### src/rtl/f1_reaction_timer.sv
// f1_reaction_timer: F1 start-lights reaction game with prescaled light sequencer,
// LFSR random delay, reaction-time measurement, false-start detection and an
// optional best-time register (enabled by defining F1_BEST_TIME_EN).
module f1_reaction_timer #(
  parameter int unsigned NUM_LIGHTS = 8,
  parameter int unsigned N_WIDTH    = 5,
  parameter int unsigned K_WIDTH    = 7,
  parameter logic [K_WIDTH-1:0] LFSR_TAPS = 7'b1100000,
  parameter int unsigned RT_WIDTH   = 16
) (
  input  logic                  clk,
  input  logic                  rst_n,
  input  logic [N_WIDTH-1:0]    N,
  input  logic                  trigger,
  output logic [NUM_LIGHTS-1:0] data_out,
  output logic                  cmd_seq,
  output logic                  cmd_delay,
  output logic [RT_WIDTH-1:0]   rt_value,
  output logic                  rt_valid,
  output logic                  false_start,
  output logic [RT_WIDTH-1:0]   best_rt
);

  typedef enum logic [1:0] {
    IDLE   = 2'd0,
    SEQ    = 2'd1,
    DELAY  = 2'd2,
    TIMING = 2'd3
  } state_t;

  localparam logic [NUM_LIGHTS-1:0] ALL_ON = '1;
  localparam logic [RT_WIDTH-1:0]   RT_MAX = '1;

  state_t                state_q, state_d;
  logic                  trigger_q;
  logic                  trig_edge;
  logic                  tick;
  logic [K_WIDTH-1:0]    lfsr_q;
  logic [N_WIDTH-1:0]    presc_q, presc_d;
  logic [K_WIDTH-1:0]    delay_q, delay_d;
  logic [RT_WIDTH-1:0]   rt_cnt_q, rt_cnt_d;
  logic [NUM_LIGHTS-1:0] data_d;
  logic [NUM_LIGHTS-1:0] data_shift;
  logic [RT_WIDTH-1:0]   rt_value_d;
  logic                  rt_valid_d;
  logic                  false_start_d;
  logic                  cmd_seq_d, cmd_delay_d;
  logic [RT_WIDTH-1:0]   best_q, best_d;

  assign trig_edge  = trigger & ~trigger_q;
  assign tick       = (presc_q == '0) && ((state_q == SEQ) || (state_q == DELAY));
  assign data_shift = {data_out[NUM_LIGHTS-2:0], 1'b1};

  // State register
  always_ff @(posedge clk or negedge rst_n) begin
    if (!rst_n) state_q <= IDLE;
    else        state_q <= state_d;
  end

  // Next-state logic; a trigger edge during SEQ/DELAY beats a coincident tick
  always_comb begin
    state_d = state_q;
    unique case (state_q)
      IDLE:    if (trig_edge) state_d = SEQ;
      SEQ:     if (trig_edge) state_d = IDLE;
               else if (tick && (data_shift == ALL_ON)) state_d = DELAY;
      DELAY:   if (trig_edge) state_d = IDLE;
               else if (tick && (delay_q == K_WIDTH'(1))) state_d = TIMING;
      TIMING:  if (trig_edge) state_d = IDLE;
      default: state_d = IDLE;
    endcase
  end

  // Datapath and output next values
  always_comb begin
    presc_d       = presc_q;
    delay_d       = delay_q;
    rt_cnt_d      = rt_cnt_q;
    data_d        = data_out;
    rt_value_d    = rt_value;
    rt_valid_d    = 1'b0;
    false_start_d = false_start;
    best_d        = best_q;

    if ((state_q == SEQ) || (state_q == DELAY)) begin
      presc_d = tick ? N : presc_q - N_WIDTH'(1);
    end

    unique case (state_q)
      IDLE: begin
        if (trig_edge) begin
          data_d        = '0;
          false_start_d = 1'b0;
        end
      end
      SEQ: begin
        if (trig_edge) begin
          false_start_d = 1'b1;
          data_d        = '0;
        end else if (tick) begin
          data_d = data_shift;
          if (data_shift == ALL_ON) delay_d = lfsr_q;
        end
      end
      DELAY: begin
        if (trig_edge) begin
          false_start_d = 1'b1;
          data_d        = '0;
        end else if (tick) begin
          delay_d = delay_q - K_WIDTH'(1);
          if (delay_q == K_WIDTH'(1)) begin
            data_d   = '0;
            rt_cnt_d = '0;
          end
        end
      end
      TIMING: begin
        rt_cnt_d = (rt_cnt_q != RT_MAX) ? rt_cnt_q + RT_WIDTH'(1) : rt_cnt_q;
        if (trig_edge) begin
          rt_value_d = rt_cnt_q;
          rt_valid_d = 1'b1;
          if (rt_cnt_q < best_q) best_d = rt_cnt_q;
        end
      end
      default: ;
    endcase

    // Prescaler restarts a full period whenever SEQ or DELAY is entered
    if ((state_d != state_q) && ((state_d == SEQ) || (state_d == DELAY))) begin
      presc_d = N;
    end

    cmd_seq_d   = (state_d == SEQ);
    cmd_delay_d = (state_d == DELAY);
  end

  // Datapath registers; LFSR free-runs and can never reach zero from seed 1
  always_ff @(posedge clk or negedge rst_n) begin
    if (!rst_n) begin
      trigger_q   <= 1'b0;
      lfsr_q      <= K_WIDTH'(1);
      presc_q     <= '0;
      delay_q     <= '0;
      rt_cnt_q    <= '0;
      data_out    <= '0;
      cmd_seq     <= 1'b0;
      cmd_delay   <= 1'b0;
      rt_value    <= '0;
      rt_valid    <= 1'b0;
      false_start <= 1'b0;
    end else begin
      trigger_q   <= trigger;
      lfsr_q      <= {lfsr_q[K_WIDTH-2:0], ^(lfsr_q & LFSR_TAPS)};
      presc_q     <= presc_d;
      delay_q     <= delay_d;
      rt_cnt_q    <= rt_cnt_d;
      data_out    <= data_d;
      cmd_seq     <= cmd_seq_d;
      cmd_delay   <= cmd_delay_d;
      rt_value    <= rt_value_d;
      rt_valid    <= rt_valid_d;
      false_start <= false_start_d;
    end
  end

`ifdef F1_BEST_TIME_EN
  // Best (smallest) reaction time since reset
  always_ff @(posedge clk or negedge rst_n) begin
    if (!rst_n) best_q <= RT_MAX;
    else        best_q <= best_d;
  end
  assign best_rt = best_q;
`else
  assign best_q  = RT_MAX;
  assign best_rt = RT_MAX;
`endif

endmodule

### config.mk
export PLATFORM = sky130hd
export DESIGN_NAME = f1_reaction_timer
export DESIGN_NICKNAME = d
export VERILOG_FILES = /design/src/rtl/f1_reaction_timer.sv
export SDC_FILE = /design/constraint.sdc
export NUM_CORES = 1
export LEC_CHECK = 0
export ABC_CLOCK_PERIOD_IN_PS = 2540
export CORE_ASPECT_RATIO = 1.4
export CORE_UTILIZATION = 30
export DETAILED_ROUTE_END_ITERATION = 10
export SLEW_MARGIN = 10
export SYNTH_ARGS = -nofsm -noshare
export SYNTH_HDL_FRONTEND = slang
export SYNTH_SLANG_ARGS = --single-unit
### constraint.sdc
create_clock -name clk -period 2.54 [get_ports clk]
set_clock_uncertainty 0.15 [all_clocks]
set_input_delay 0.508 -clock clk [delete_from_list [all_inputs] [get_ports clk]]
set_output_delay 0.508 -clock clk [all_outputs]
set_load 0.05 [all_outputs]
==> run metrics <==
vias in the first global route 2946; VDD IR max ~500 uV; area leader, netlist dfrtp_1; Die ar. approximately 12000 sq um; antenna-violating nets left 0; failing checks negative setup slack; CORE AREA 11400 sq um; max_cap viols 0; worst skew pair latency 0.33 ns; final setup margin -0.0527 ns; Total Nets Final 462; Synth area leaders dfrtp_1 (46%), mux2_2 (5.4%), ha_1 (4.3%), nand2_1 (3.9%), buf_4 (3.4%); status finished with violations; chip height about 130 um; Flop pwr share 32.4%; worst path required time 2.66 ns; post-layout min period 2.59 ns; worst r2r path cells 8; Vias/cell 5.02; via count 2967; async set-reset flop share out of synthesis 100%; Pint 2.59 mW; clock-pin slew on the worst setup and hold paths 0.06 ns; Worst-Margin Slew between 0.5 and 0.6 ns; final core occ 42.4%; startpoint types register; fillcell total between 1000 and 1500; relative slew slack around 65%; Gate Count Post-Synth 359; RSZ-0062 raised after global routing true; gpl congestion ~0.85; H-Tree Depth 3; crit end category register; Netlist cell types 47; dpl hpwl 5710 um; Reg-to-Reg Start state_q[0]$_DFF_PN0_; post-synth top area share 46.1%; IO Count 52; worst min path class register to register; crit path from state_q[0]$_DFF_PN0_; Initial DRC Count about 130; CTS tree done; prevailing post-synth register cell dfrtp_1; Max Fclk around 0.39 GHz; Slew Viols, Final 0; EDFF count, synth 0; Comb pwr share 32.6%; Sw Share between 30% and 40%; DR DRC count 0; leakage power 2.16 nW; Switch Pwr about 1.2 mW; register area share after synthesis 46.9%; Clock Tree Buf Depth 2; clock share of power 35.0%; Mean Syn Cell Area 9.82 sq um; crit path DAT 2.71 ns; DR pass1 iterations 4; Area growth syn-to-layout 37.0%; Setup Viol. Count Final 7; largest net degree at the start of global routing 28; CTS Sinks 66; Synthesis Warnings 0; min-delay src lfsr_q[4]$_DFF_PN0_; worst-path fanout max 5; FF+latch count, synth 66; gr ovfl total 0; PD cells roughly 800 nW/um^2; first-pass GRT wire length 13900 um; Worst R2R Setup Slack -0.05 ns; WL per Instance approximately 14 um; final hold vios 0; share of post-route cells with drive strength above 1 26.6%; ANT cells 0; worst hold stages 0; reg-to-reg endpoint rt_cnt_q[9]$_DFFE_PN0P_; Hold EP lfsr_q[5]$_DFF_PN0_; post-synthesis instance area 3530 sq um; crit share post-route 102%; Starting Density 31.0%; drt total wl between 8000 and 9000 um; gr usage total 14.5%; IO Port Bufs 35; row cnt 46; CTS Buf Count 9; antenna violations before repair 0; Clk Tree Root Cell clkbuf_16; Crit Path Category register to register; Final Power 3.78 mW; DIE WIDTH between 90 and 100 um
-- routing by layer --
layer	GRT usage, %	wire [um]	vias up	part of all wire [%]
li1	-	-	1422	-
met1	16.9	3410	1470	42
met5	0	0	-	0
met4	6.88	172	0	2.1
met2	25.6	4330	62	53
met3	2.74	245	13	3.0
-- stage by stage --
stage / setup TNS [ns] / setup WS (ns) / area (sq um) / hold WS [ns] / instances
3_3_place_gp: -0.537 / -0.0987 / 4300 / 0.214 / 566
2_1_floorplan: -0.269 / -0.0638 / 3630 / 0.0624 / 374
6_report: -0.150 / -0.0527 / 4830 / 0.222 / 591
4_1_cts: -0.130 / -0.0453 / 4760 / 0.225 / 590
5_1_grt: -1.77 / -0.198 / 4830 / 0.251 / 591
3_5_place_dp: -0.903 / -0.137 / 4300 / 0.214 / 566
-- worst max-delay path: stages (launching register included) --
cell and delay (ns):
dfrtp_1 0.38, inv_2 0.08, ha_4 0.27, nor3b_4 0.23
nand4_1 0.14, o21a_1 0.24, or3_4 0.42, or4b_1 0.52
nand3_1 0.09
-- cell usage after synthesis (7+ instances only) --
cell,count
nand4_1,8
nor2b_1,8
buf_4,16
o21ai_0,20
nand3b_1,8
and3_1,8
nand2_1,37
dfrtp_1,65
nor2_1,22
nor3_1,7
clkbuf_1,14
nand3_1,21
o221ai_1,7
inv_1,20
ha_1,12
mux2_2,17
-- worst max path at each step --
| stage | to | slack (ns) | depth (start not counted) |
|---|---|---|---|
| 2_1_floorplan | presc_q[3]$_DFFE_PN0P_ | -0.06 | 11 |
| 3_3_place_gp | presc_q[3]$_DFFE_PN0P_ | -0.1 | 8 |
| 3_5_place_dp | presc_q[2]$_DFFE_PN0P_ | -0.14 | 9 |
| 4_1_cts | presc_q[1]$_DFFE_PN0P_ | -0.05 | 13 |
| 5_1_grt | presc_q[1]$_DFFE_PN0P_ | -0.20 | 13 |
| 6_report | rt_cnt_q[9]$_DFFE_PN0P_ | -0.05 | 8 |
-- logic make-up after synthesis --
group                      Yosys count  share of synthesized area, %
adders and majority gates           12                          4.26
DFF                                 66                          46.9
buffers and inverters               51                          7.34
other                                1                         0.106
and+or+nand+nor                    142                          22.1
muxes                               19                          5.99
AOI/OAI and AO/OA                   67                          13.1
xor gates and xnor gates             1                         0.248
-- timing repair --
item	4_1_cts	5_1_grt
resized for setup	16	16
endpoints found under the hold margin	11	0
hold buffers	1	0
endpoints found under the setup margin	10	23
buffers inserted	7	1
cloned	1	0
pin swaps	15	10
-- sequential cells by signal, indices dropped and copies added, names as in the netlist --
name and count:
data_out 8, lfsr_q 7, rt_value 16, rt_valid 1
cmd_seq 1, presc_q 5, trigger_q 1, cmd_delay 1
delay_q 7, state_q 2, false_start 1, rt_cnt_q 16
-- layout make-up --
cell class              count  area, sq um  share of cell area (%)
well taps                 144          180                    3.73
repair buffers             87          773                    16.0
clock inverters             5         77.6                    1.61
clock buffers              11          243                    5.02
inverters                  20         75.1                    1.55
multi-input cells         258         1830                    37.9
flip-flops and latches     66         1650                    34.2
-- layout by cell type, fill, tap and decap left out, types with 3 or more instances in the layout --
cell	count
or4b_1	3
clkbuf_16	9
nand2_1	31
nand3b_1	8
o221ai_2	3
ha_1	8
buf_4	45
nor2_1	22
o211ai_1	3
nand4_1	8
buf_6	4
o221ai_1	4
ha_4	3
o21ai_1	3
conb_1	16
dfrtp_1	65
clkdlybuf4s50_1	34
o21a_1	3
a31oi_1	6
a21oi_1	6
o31a_1	3
nor2b_1	7
and2_1	3
nand3_1	20
inv_1	18
mux2_2	17
o22a_1	6
o21ai_0	17
and2_4	3
and3_1	8
nor3_1	7
nand2_2	4
or3_4	3
a221oi_2	4
-- power by group through the flow --
stage / logic [mW] / clock network, mW / registers (mW)
2_1_floorplan: 0.591 / 0 / 1.36
3_3_place_gp: 1.06 / 0 / 1.23
3_5_place_dp: 1.09 / 0 / 1.24
4_1_cts: 1.20 / 1.36 / 1.22
5_1_grt: 1.34 / 1.41 / 1.23
6_report: 1.23 / 1.32 / 1.22
(Power assumes the default switching activity.)
